## config.mk

```make
export PLATFORM = sky130hd
export DESIGN_NAME = mm_stage
export DESIGN_NICKNAME = d
export VERILOG_FILES = /design/src/rtl/mm_pkg.sv /design/src/rtl/mm_wb_reg.sv /design/src/rtl/mm_stage.sv
export SDC_FILE = /design/constraint.sdc
export NUM_CORES = 1
export LEC_CHECK = 0
export BUFFER_PORTS_ARGS = -buffer_cell sky130_fd_sc_hd__buf_4
export CAP_MARGIN = 20
export CELL_PAD_IN_SITES_DETAIL_PLACEMENT = 1
export CELL_PAD_IN_SITES_GLOBAL_PLACEMENT = 1
export CORE_ASPECT_RATIO = 0.5
export CORE_UTILIZATION = 28
export DETAILED_ROUTE_END_ITERATION = 10
export GPL_TIMING_DRIVEN = 0
export PLACE_DENSITY_LB_ADDON = 0.15
export REMOVE_ABC_BUFFERS = 1
export SLEW_MARGIN = 20
export SYNTH_ARGS = -nofsm -noshare
export SYNTH_HDL_FRONTEND = slang
export SYNTH_SLANG_ARGS = --single-unit
```

## constraint.sdc

```tcl
create_clock -name clk -period 8.1 [get_ports clk]
set_clock_uncertainty 0.1 [all_clocks]
set_input_delay 1.62 -clock clk [delete_from_list [all_inputs] [get_ports clk]]
set_output_delay 1.62 -clock clk [all_outputs]
set_load 0.01 [all_outputs]
```

## src/rtl/mm_pkg.sv

```systemverilog
// rtl/mm_pkg.sv - shared state type and timeout default for the memory stage
package mm_pkg;

    typedef enum logic {
        IDLE   = 1'b0,
        ACCESS = 1'b1
    } state_t;

    localparam int TIMEOUT_CYC_DEF = 16;

endpackage

```

## src/rtl/mm_wb_reg.sv

```systemverilog
// rtl/mm_wb_reg.sv - MEM/WB pipeline register with load enable
module mm_wb_reg #(
    parameter int DATA_W = 32
) (
    input  logic              clk,
    input  logic              rst,
    input  logic              load,
    input  logic [DATA_W-1:0] d_data,
    input  logic              d_wreg,
    input  logic [4:0]        d_rd,
    output logic [DATA_W-1:0] wb_data,
    output logic              wb_wreg,
    output logic [4:0]        wb_rd
);

    always_ff @(posedge clk or posedge rst) begin
        if (rst) begin
            wb_data <= '0;
            wb_wreg <= 1'b0;
            wb_rd   <= '0;
        end else if (load) begin
            wb_data <= d_data;
            wb_wreg <= d_wreg;
            wb_rd   <= d_rd;
        end
    end

endmodule

```

## src/rtl/mm_stage.sv

```systemverilog
// rtl/mm_stage.sv - memory pipeline stage; optional access timeout via MM_TIMEOUT_EN
module mm_stage
    import mm_pkg::*;
#(
    parameter int TIMEOUT_CYC = TIMEOUT_CYC_DEF,
    parameter int DATA_W      = 32
) (
    input  logic              clk,
    input  logic              rst,
    input  logic [DATA_W-1:0] alu_in,
    input  logic [DATA_W-1:0] rd2_in,
    input  logic              wreg_in,
    input  logic [4:0]        rd_in,
    input  logic              WMM_in,
    input  logic              RMM_in,
    input  logic              MOA_in,
    input  logic              jal_jalr_in,
    output logic              dmem_req,
    output logic              dmem_we,
    output logic [DATA_W-1:0] dmem_addr,
    output logic [DATA_W-1:0] dmem_wdata,
    input  logic [DATA_W-1:0] dmem_rdata,
    input  logic              dmem_ack,
    output logic              stall,
    output logic [DATA_W-1:0] wb_data,
    output logic              wb_wreg,
    output logic [4:0]        wb_rd,
    output logic              err
);

    state_t            state, state_nx;
    logic              mem_op, aligned, both_op, rdata_sel, timeout;
    logic              stall_c, set_err, d_wreg;
    logic [DATA_W-1:0] d_data;

    assign mem_op    = RMM_in | WMM_in;
    assign both_op   = RMM_in & WMM_in;
    assign aligned   = (alu_in[1:0] == 2'b00);
    assign rdata_sel = MOA_in & RMM_in & ~WMM_in & ~jal_jalr_in;

    assign dmem_addr  = alu_in;
    assign dmem_wdata = rd2_in;

`ifdef MM_TIMEOUT_EN
    localparam int CNT_W = $clog2(TIMEOUT_CYC + 1);
    logic [CNT_W-1:0] cnt;

    assign timeout = (state == ACCESS) && !dmem_ack && (cnt == CNT_W'(TIMEOUT_CYC - 1));

    always_ff @(posedge clk or posedge rst) begin
        if (rst)
            cnt <= '0;
        else if (state == ACCESS && !dmem_ack && !timeout)
            cnt <= cnt + 1'b1;
        else
            cnt <= '0;
    end
`else
    assign timeout = 1'b0;
`endif

    always_ff @(posedge clk or posedge rst) begin
        if (rst)
            state <= IDLE;
        else
            state <= state_nx;
    end

    always_comb begin
        state_nx = state;
        stall_c  = 1'b0;
        dmem_req = 1'b0;
        dmem_we  = 1'b0;
        set_err  = 1'b0;
        d_data   = alu_in;
        d_wreg   = wreg_in & (rd_in != 5'd0);
        case (state)
            IDLE: begin
                if (mem_op) begin
                    if (aligned) begin
                        stall_c  = 1'b1;
                        state_nx = ACCESS;
                        set_err  = both_op;
                    end else begin
                        d_data  = '0;
                        d_wreg  = 1'b0;
                        set_err = 1'b1;
                    end
                end
            end
            ACCESS: begin
                dmem_req = 1'b1;
                dmem_we  = WMM_in;
                if (dmem_ack) begin
                    state_nx = IDLE;
                    if (rdata_sel)
                        d_data = dmem_rdata;
                end else if (timeout) begin
                    // abandoned access retires as a non-writing bubble
                    state_nx = IDLE;
                    d_data   = '0;
                    d_wreg   = 1'b0;
                    set_err  = 1'b1;
                end else begin
                    stall_c = 1'b1;
                end
            end
            default: state_nx = IDLE;
        endcase
    end

    // upstream must never be held while reset is asserted
    assign stall = stall_c & ~rst;

    always_ff @(posedge clk or posedge rst) begin
        if (rst)
            err <= 1'b0;
        else if (set_err)
            err <= 1'b1;
    end

    mm_wb_reg #(.DATA_W(DATA_W)) u_wb_reg (
        .clk     (clk),
        .rst     (rst),
        .load    (~stall),
        .d_data  (d_data),
        .d_wreg  (d_wreg),
        .d_rd    (rd_in),
        .wb_data (wb_data),
        .wb_wreg (wb_wreg),
        .wb_rd   (wb_rd)
    );

endmodule

```

==> impl_metrics.toml <==
[drt]
drc = 0
drt_wl_total_um = 7820
vias = 1862
route.detailed.wl_per_inst_um = 19.2
drtIter0Drc = 78
viasPerCell = 4.56
detail-route-antenna-nets = 0
dr.pass1.iters = 4

[critical_path]
cp_num_cells = 5
reg2reg_to = "u_wb_reg.wb_rd[2]$_DFFE_PP0N_"
worstPathCellList = "buf_4 -> inv_2 -> buf_12 -> and2_4 -> buf_4"
path_delay_family = "buffers and inverters"
cp_max_fo = 39
start_kind = "primary input"
cpPeakStageDelay_ns = 0.49
slowest_stage = "and2_4"
crit_top_cell = "buf_4"
path_class = "in2out"
crit_start = "rst"
arrival_ns = 2.94
end_kind = "output pin"
critPathBufInv = 4
reg2reg_slack_ns = 6.12
reg2reg_depth = 4
cp.required_ns = 6.38
cp-endpoint = "stall"
timing.rr.start = "state$_DFF_PP0_"

[logic_synthesis]
ys_types = 25
netlist_area_um2 = 2380
synth-seq-cells = 40
avgSynthCellArea_um2 = 11.5
synthCells = 207
yosys_warnings = 0
synth_seq_area_share = 0.420

[power]
switching_share = 0.255
combPwrFrac = 0.243
power_frac_seq = 0.389
p_int_uw = 447
p_per_area_nw_per_um2 = 180
p_switching_uw = 153
leakage_uw = 0.00155
p_clk_frac = 0.368
vdd_drop_max_v = 0.0000860

[placed_design]
gp_congestion = 0.788
placed_cell_area_um2 = 3170
port_buffers = 150
place_ws_ns = 3.40
hpwl_um = 6360

[sta]
clock.fmax_ghz = 0.215
fin_setup_tns_ns = 0
setup_violations = 0
setup_ws_ns = 3.44
period_minus_slack_ns = 4.66
finalHoldViolations = 0
rsz0062_at_grt = "false"
holdWs_ns = 0.366
finalCritPeriodShare = 0.575
worst_pin_slew_ns = 0.503
max_slew_margin = 0.664
slew_violations = 0

[clocking]
cts_tree = "done"
cts.sinks = 40
clockBufferDepth = 2
cts_resized = 0
cts_made_buffers = 5
postCtsSetupBuffers = 0
cts.reportedPaths.clkPinSlew_ns = 0.05
cts_hold_buf = 0
cts-root-buf = "clkbuf_16"
cts.htree.levels = 2
clock_latency_ns = 0.28

[cells_and_area]
syn_to_final_growth_pct = 39.8
final_util = 0.411
regArea_um2 = 1000
n_fill_cell = 925
diodes = 0
multiInputGateArea_um2 = 821
stdcell_area_um2 = 3330
fin_nets = 404
drive_gt1_frac = 0.588

[grt]
antenna_found_initial = 0
grt_usage = 0.177
grt_pass1_vias = 1966
grt_overflow = 0
grt_pass1_wl_um = 11400
grt_max_degree = 40

[die]
die_area_um2 = 8910
dieHeight_um = 67.3
core_um2 = 8120
start_util = 0.294
row_count = 23
ios = 215
die_w_um = 133

[outcome]
outcome = "complete, no violations"

[min_path]
hp-class = "reg2reg"
whs_path_depth = 1

[run]
max_cap_viol_count = 0
layout make-up:
type	instances	area share
clock buffers	6	0.0387
clock inverters	2	0.0105
inverters	1	0.00113
multi-input cells	91	0.246
flip-flops and latches	40	0.300
well taps	112	0.0420
repair buffers	156	0.361
cells in the mapped netlist:
library cell | number | area, µm²
o21ai_0 | 6 | 30.0
buf_4 | 64 | 480
nor2b_1 | 1 | 6.26
buf_6 | 7 | 78.8
and2_1 | 3 | 18.8
o31ai_1 | 1 | 7.51
or4_1 | 1 | 7.51
clkbuf_1 | 3 | 11.3
dfrtp_1 | 40 | 1000
mux2i_1 | 32 | 320
mux2_2 | 2 | 22.5
a21oi_1 | 1 | 5.00
buf_2 | 1 | 5.00
nor2_1 | 1 | 3.75
mux2_4 | 3 | 45.0
o21bai_1 | 1 | 7.51
nor3b_1 | 1 | 7.51
or2_2 | 1 | 6.26
nand4b_1 | 1 | 8.76
inv_1 | 1 | 3.75
and2_4 | 1 | 8.76
a21o_1 | 1 | 7.51
o21ba_2 | 1 | 10.0
o2bb2ai_1 | 31 | 272
nand3_1 | 2 | 10.0
through the flow:
step                cells  total power [µW]
detailed placement    400               386
floorplan             132               281
global placement      394               376
finish                408               600
global route          408               634
CTS                   408               615
flip-flops by register name (all words and copies together), names as in the netlist:
register	count
u_wb_reg.wb_wreg	1
state	1
u_wb_reg.wb_data	32
u_wb_reg.wb_rd	5
err	1
metal layers:
layer / vias to the layer above / track usage / routed length [µm]
met4: 2 / 0.0316 / 23
met5: - / 0.0611 / 74
met2: 83 / 0.266 / 3670
met3: 6 / 0.106 / 832
li1: 847 / - / -
met1: 924 / 0.213 / 3230
power by group through the flow:
stage	Sequential [µW]	Combinational, µW	Clock (µW)
floorplan	245	35.4	0
global placement	236	140	0
detailed placement	236	149	0
CTS	234	149	232
global route	236	158	240
finish	234	146	221
worst min path at each step:
| stage | startpoint | endpoint | slack [ns] |
|---|---|---|---|
| 6_report | err$_DFFE_PP0P_ | err$_DFFE_PP0P_ | 0.37 |
| 5_1_grt | err$_DFFE_PP0P_ | err$_DFFE_PP0P_ | 0.40 |
| 4_1_cts | err$_DFFE_PP0P_ | err$_DFFE_PP0P_ | 0.38 |
| 3_5_place_dp | err$_DFFE_PP0P_ | err$_DFFE_PP0P_ | 0.36 |
| 3_3_place_gp | err$_DFFE_PP0P_ | err$_DFFE_PP0P_ | 0.36 |
| 2_1_floorplan | err$_DFFE_PP0P_ | err$_DFFE_PP0P_ | 0.41 |
cell usage in the layout (no fill, tap or decap), types with 2 or more instances in the layout:
master / n
and2_1: 3
clkbuf_16: 5
nand3_1: 2
o21ai_0: 5
buf_4: 154
mux2_2: 2
mux2i_1: 32
mux2_4: 3
o2bb2ai_1: 31
dfrtp_1: 40
cells by family after synthesis:
family                 count (synthesis)  synth area share
buffers and inverters                 76             0.243
AO/OA/AOI/OAI                         42             0.142
flip-flops                            40             0.420
multiplexers                          37             0.163
AND/OR/NAND/NOR                       12            0.0325
(Power assumes the default switching activity.)
